`src/rtl/vector_store_unit.sv`:
```
`default_nettype none
// ============================================================================
// Module      : vector_store_unit
// Description : Write-back engine for one packed result vector. It latches the
//               vector, base address, signed byte stride and clamped length,
//               then writes the active elements one word at a time to the
//               data-memory port, holding each request until it is acked.
// Revision    : 1.0 - initial release
// ============================================================================
module vector_store_unit #(
  parameter  int VECTOR_LENGTH = 8,
  parameter  int DATA_WIDTH    = 32,
  parameter  int ADDR_WIDTH    = 32,
  localparam int VL_W          = $clog2(VECTOR_LENGTH + 1)
) (
  input  logic                                clk,
  input  logic                                rst,
  input  logic                                start_valid,
  output logic                                start_ready,
  input  logic [VECTOR_LENGTH*DATA_WIDTH-1:0] vector_data,
  input  logic [ADDR_WIDTH-1:0]               base_addr,
  input  logic [ADDR_WIDTH-1:0]               stride,
  input  logic [VL_W-1:0]                     vl,
  output logic                                mem_req,
  output logic                                mem_we,
  output logic [ADDR_WIDTH-1:0]               mem_addr,
  output logic [DATA_WIDTH-1:0]               mem_wdata,
  input  logic                                mem_ack,
  output logic                                busy,
  output logic                                done
);

  localparam int IDX_W = (VECTOR_LENGTH > 1) ? $clog2(VECTOR_LENGTH) : 1;

  localparam logic [1:0] c_IDLE  = 2'd0;
  localparam logic [1:0] c_WRITE = 2'd1;
  localparam logic [1:0] c_DONE  = 2'd2;

  localparam logic [VL_W-1:0] c_VLEN = VL_W'(VECTOR_LENGTH);
  localparam logic [VL_W-1:0] c_ONE  = VL_W'(1);

  logic [1:0]            state_q, state_d;
  logic [VL_W-1:0]       idx_q, idx_d;
  logic [VL_W-1:0]       effvl_q, effvl_d;
  logic [ADDR_WIDTH-1:0] addr_q, addr_d;
  logic [ADDR_WIDTH-1:0] stride_q, stride_d;
  logic [DATA_WIDTH-1:0] elem_q [VECTOR_LENGTH];

  logic                  accept_w;
  logic                  last_w;
  logic [VL_W-1:0]       vl_clamp_w;

  assign accept_w   = (state_q == c_IDLE) && start_valid;
  // Requests longer than the vector are clamped to the full vector.
  assign vl_clamp_w = (vl > c_VLEN) ? c_VLEN : vl;
  // Only meaningful in WRITE, where effvl_q is at least one.
  assign last_w     = (idx_q == (effvl_q - c_ONE));

  // Next-state and datapath update for the store sequencer.
  always_comb begin
    state_d  = state_q;
    idx_d    = idx_q;
    effvl_d  = effvl_q;
    addr_d   = addr_q;
    stride_d = stride_q;
    case (state_q)
      c_IDLE: begin
        if (accept_w) begin
          effvl_d  = vl_clamp_w;
          stride_d = stride;
          addr_d   = base_addr;
          idx_d    = '0;
          state_d  = (vl_clamp_w == '0) ? c_DONE : c_WRITE;
        end
      end
      c_WRITE: begin
        if (mem_ack) begin
          if (last_w) begin
            state_d = c_DONE;
          end else begin
            idx_d  = idx_q + c_ONE;
            // Modulo 2^ADDR_WIDTH: a negative stride simply walks downward.
            addr_d = addr_q + stride_q;
          end
        end
      end
      c_DONE: begin
        state_d = c_IDLE;
      end
      default: begin
        state_d = c_IDLE;
      end
    endcase
  end

  // Control and address registers, cleared asynchronously.
  always_ff @(posedge clk or posedge rst) begin
    if (rst) begin
      state_q  <= c_IDLE;
      idx_q    <= '0;
      effvl_q  <= '0;
      addr_q   <= '0;
      stride_q <= '0;
    end else begin
      state_q  <= state_d;
      idx_q    <= idx_d;
      effvl_q  <= effvl_d;
      addr_q   <= addr_d;
      stride_q <= stride_d;
    end
  end

  // Snapshot of the vector at acceptance so later input changes are ignored.
  always_ff @(posedge clk or posedge rst) begin
    if (rst) begin
      for (int i = 0; i < VECTOR_LENGTH; i++) begin
        elem_q[i] <= '0;
      end
    end else if (accept_w) begin
      for (int i = 0; i < VECTOR_LENGTH; i++) begin
        elem_q[i] <= vector_data[i*DATA_WIDTH +: DATA_WIDTH];
      end
    end
  end

  // Outputs decode registered state only; address/data read zero outside WRITE.
  assign start_ready = (state_q == c_IDLE);
  assign busy        = (state_q == c_WRITE) || (state_q == c_DONE);
  assign done        = (state_q == c_DONE);
  assign mem_req     = (state_q == c_WRITE);
  assign mem_we      = mem_req;
  assign mem_addr    = mem_req ? addr_q : '0;
  assign mem_wdata   = mem_req ? elem_q[idx_q[IDX_W-1:0]] : '0;

endmodule
`default_nettype wire

```
`config.mk`:
```
export PLATFORM = sky130hd
export DESIGN_NAME = vector_store_unit
export DESIGN_NICKNAME = d
export VERILOG_FILES = /design/src/rtl/vector_store_unit.sv
export SDC_FILE = /design/constraint.sdc
export NUM_CORES = 1
export LEC_CHECK = 0
export ABC_AREA = 1
export BUFFER_PORTS_ARGS = -buffer_cell sky130_fd_sc_hd__buf_4
export CAP_MARGIN = 20
export CORE_UTILIZATION = 30
export CTS_BUF_LIST = sky130_fd_sc_hd__clkbuf_16
export DETAILED_ROUTE_END_ITERATION = 8
export PLACE_DENSITY = 0.51
export REMOVE_ABC_BUFFERS = 1
export SLEW_MARGIN = 20
export SYNTH_ARGS = -nofsm -noshare
export SYNTH_HDL_FRONTEND = slang
export SYNTH_SLANG_ARGS = --single-unit
```
`constraint.sdc`:
```
create_clock -name clk -period 20.9 [get_ports clk]
set_input_delay 2.09 -clock clk [delete_from_list [all_inputs] [get_ports clk]]
set_output_delay 2.09 -clock clk [all_outputs]
set_load 0.01 [all_outputs]
```
==> summary.md <==
| Metric | Value |
|---|---|
| Status | `completed` |
| Clock skew | `0.01719 ns` |
| Post-synthesis simple-gate area fraction | `27.25%` |
| CP dominant cell by count | `buf_4` |
| Max Fclk | `178.9 MHz` |
| Hold path start | `elem_q[50]` |
| TritonCTS Buffers | `approximately 40` |
| Final setup fails | `0` |
| Final HPWL DP | `40,250 um` |
| Slew headroom | `29.73%` |
| Post-synthesis adder-cell area fraction | `2.651%` |
| Synth warn | `0` |
| Wire length per cell | `between 15 and 20 um` |
| Initial antenna violation count | `4` |
| Final Slew Violations | `0` |
| DRT Pass-1 Iters | `5` |
| Area of the multi-input gates | `a little under 8000 um^2` |
| CP Capture Type | `output pin` |
| WHS Endpoint | `elem_q[50]` |
| Int Power | `1.880 mW` |
| RSZ-0062 raised after global routing | `false` |
| # H-tree levels | `2` |
| CP cell instances | `buf_4, buf_4, o21ai_0, o21ai_1, o21ai_0, a31oi_1, buf_4` |
| R2R cell count | `10` |
| IO buf count | `396` |
| Multiplexer area fraction after synthesis | `0%` |
| Vias per cell | `4.703` |
| R2r setup slk | `17.11 ns` |
| CP bufs+invs | `3` |
| Crit path time final | `5.590 ns` |
| Initial Util | `30.58%` |
| Top-level port count | `397` |
| Resized Gates After CTS | `0` |
| DIE AREA | `60,120 um^2` |
| CTS sink count | `330` |
| CTS Root Cell | `clkbuf_16` |
| Ant. Diodes | `0` |
| CP Launch Type | `flop` |
| Pwr/cell area | `roughly 150 nW/um^2` |
| Cell taking the most area after synthesis | `dfrtp_1` |
| Die width | `roughly 250 um` |
| DRT iter0 DRCs | `1,133` |
| Fin crit share | `26.75%` |
| Post-Syn Area per Cell | `between 7 and 8 um^2` |
| Netlist cell types | `36` |
| Compound-Gate Fraction of Synth Area | `13.67%` |
| Commonest non-fill, non-tap cell in the layout | `nand2_1` |
| Asr flop ratio synth | `100.0%` |
| Layout cells sized above 1 | `16.77%` |
| Combinational Power Share | `47.2%` |
| DRC Markers | `0` |
| Fillers | `about 6,200` |
| Leak Pwr | `12.04 nW` |
| Post CTS Setup Buffer Count | `0` |
| Worst-Margin Slew | `~1.1 ns` |
| Synthesized flop and latch total | `330` |
| Top_reg_cell synth | `dfrtp_1` |
| Reg-to-Reg Start | `state_q[1]` |
| Critical path data arrival time | `3.50 ns` |
| Gr usage total | `between 10% and 20%` |
| FF-to-FF End | `addr_q[17]` |
| Post-route antenna net violation count | `0` |
| Clock-pin slew on the worst setup and hold paths | `0.05 ns` |
| Overflow after GRT | `0` |
| Cts hold-fix bufs | `0` |
| Final Hold Vio Count | `0` |
| Hold WS | `0.4719 ns` |
| Area added between synthesis and finish | `26.24%` |
| Synth top area share | `46.54%` |
| Rows | `88` |
| Max-cap violations | `0` |
| Sequential area share after synthesis | `46.54%` |
| Global placer's final weighted congestion | `about 0.9` |
| First-pass GRT wire length | `roughly 92,000 um` |
| Worst path slowest cell | `dfrtp_4` |
| VDD IR max | `roughly 0.00012 V` |
| Worst Path Max Fanout | `69` |
| Vias in the first global route | `17,070` |
| Critical Path RT | `18.81 ns` |
| Number of flops mapped to enable cells by yosys | `0` |
| Core Region | `58,030 um^2` |
| Die Y | `245.2 um` |
| CP top delay family | `buffers and inverters` |
| Setup TNS | `0 ns` |
| Max incr delay on CP | `about 0.8 ns` |
| Sw power | `1.476 mW` |
| Area contributors post-synth | `dfrtp_1, nand2_1, o21ai_0, inv_1, a21oi_1` |
| Sequential share of power | `33.5%` |
| Net Sw Frac | `~44%` |
| Min-Delay Path Depth | `2` |
| Largest net degree at the start of global routing | `237` |
| Clock power share | `19.3%` |
| Most frequent cells in the layout | `nand2_1, buf_4, dfrtp_1` |
| Synthesized instance count | `about 2,500` |
| Synth Cell Area | `between 15,000 and 20,000 um^2` |
| Largest family of logic cells by synthesized area | `simple AND/OR/NAND/NOR gates` |
| Max clock buf depth | `3` |
| WL final | `58,380 um` |
| CTS tree | `yes` |
| Xor/xnor cell area share of the yosys netlist | `0.8392%` |
| Worst skew pair latency | `0.56 ns` |
| Storage element area | `8265 um^2` |
| Final nets | `3,165` |
| Crit Path Category | `reg -> out` |
| Vias | `between 15,000 and 20,000` |
| Hold WC Path Type | `reg -> reg` |
worst register-to-register path, stage by stage (launching register included):
cell     delay, ns
dfrtp_1       0.39
inv_1         0.11
ha_1          0.34
nand2_8       0.48
inv_8         0.85
nand2_1       0.69
nand2_8       0.37
inv_6         0.18
nor2_1        0.20
nand2_1       0.07
nand2_1       0.05
cell usage after synthesis, types with 2 or more instances:
master    instances
nand2_1        1070
dfrtp_1         330
inv_1           257
o21ai_0         252
nor2_1          109
a21oi_1          97
clkbuf_1         72
nand3_1          54
buf_2            44
o211ai_1         37
ha_1             36
a31oi_1          32
o21ai_1          18
buf_1            12
xor2_1           11
nand4_1           6
xnor2_1           6
a21boi_0          5
buf_6             4
nor2_2            4
nor3_1            4
buf_4             3
inv_2             3
o21bai_1          3
a21o_1            2
nand2_2           2
o21a_1            2
o22ai_1           2
through the flow:
step                instance area [um^2]  setup WS, ns  instances  utilization [%]  total power, mW
detailed placement                 21210         15.76       3522            36.55            2.728
finish                             22400         15.31       3592            38.60            3.357
global placement                   21210         15.76       3522            36.55            2.703
floorplan                          17130         8.525       2349                -            2.230
global route                       22400         15.02       3592            38.60            3.681
CTS                                22390         15.22       3592            38.59            3.400
layer usage:
layer  vias up  GRT usage [%]  wire, um
li1       8399              -         -
met1      7924          25.90     26220
met2       461          31.12     26910
met3       102          3.728      3550
met4         8          6.618      1640
met5         -              0        61
kinds of logic (layout without fill, tap and decap cells):
family | after synthesis | in the layout
flops | 330 | 330
fa+ha+maj | 37 | 37
buf+inv | 398 | 740
simple gates | 1252 | 1252
compound gates | 451 | 451
xor+xnor | 17 | 17
how the worst max path moves through the flow:
stage	from	to	slack [ns]	cells after the start
2_1_floorplan	start_valid	addr_q[17]	8.53	8
3_5_place_dp	start_valid	addr_q[17]	15.76	9
3_3_place_gp	start_valid	addr_q[20]	15.76	9
6_report	idx_q[0]	mem_wdata[2]	15.31	7
5_1_grt	idx_q[0]	mem_wdata[19]	15.02	8
4_1_cts	idx_q[0]	mem_wdata[0]	15.22	8
flip-flops by register name, indices dropped and copies added, names as in the netlist:
name / flops
effvl_q: 4
addr_q: 32
state_q: 2
stride_q: 32
idx_q: 4
elem_q: 256
power by group through the flow:
stage                     sequential, mW  combinational [mW]  clock [mW]
final                               1.12                1.58       0.649
after detailed placement            1.13                1.60           0
after floorplan                     1.09                1.14           0
after CTS                           1.12                1.60       0.670
after global routing                1.16                1.82       0.694
after global placement              1.13                1.58           0
cell type report:
class | count | area share (%)
Clock buffer | 41 | 4.580
Multi-Input combinational cell | 1757 | 35.29
Tap cell | 765 | 4.273
Inverter | 262 | 4.486
Sequential cell | 330 | 36.90
Timing Repair Buffer | 408 | 13.76
Clock inverter | 29 | 0.7038
Power figures use the tool's default switching activity.
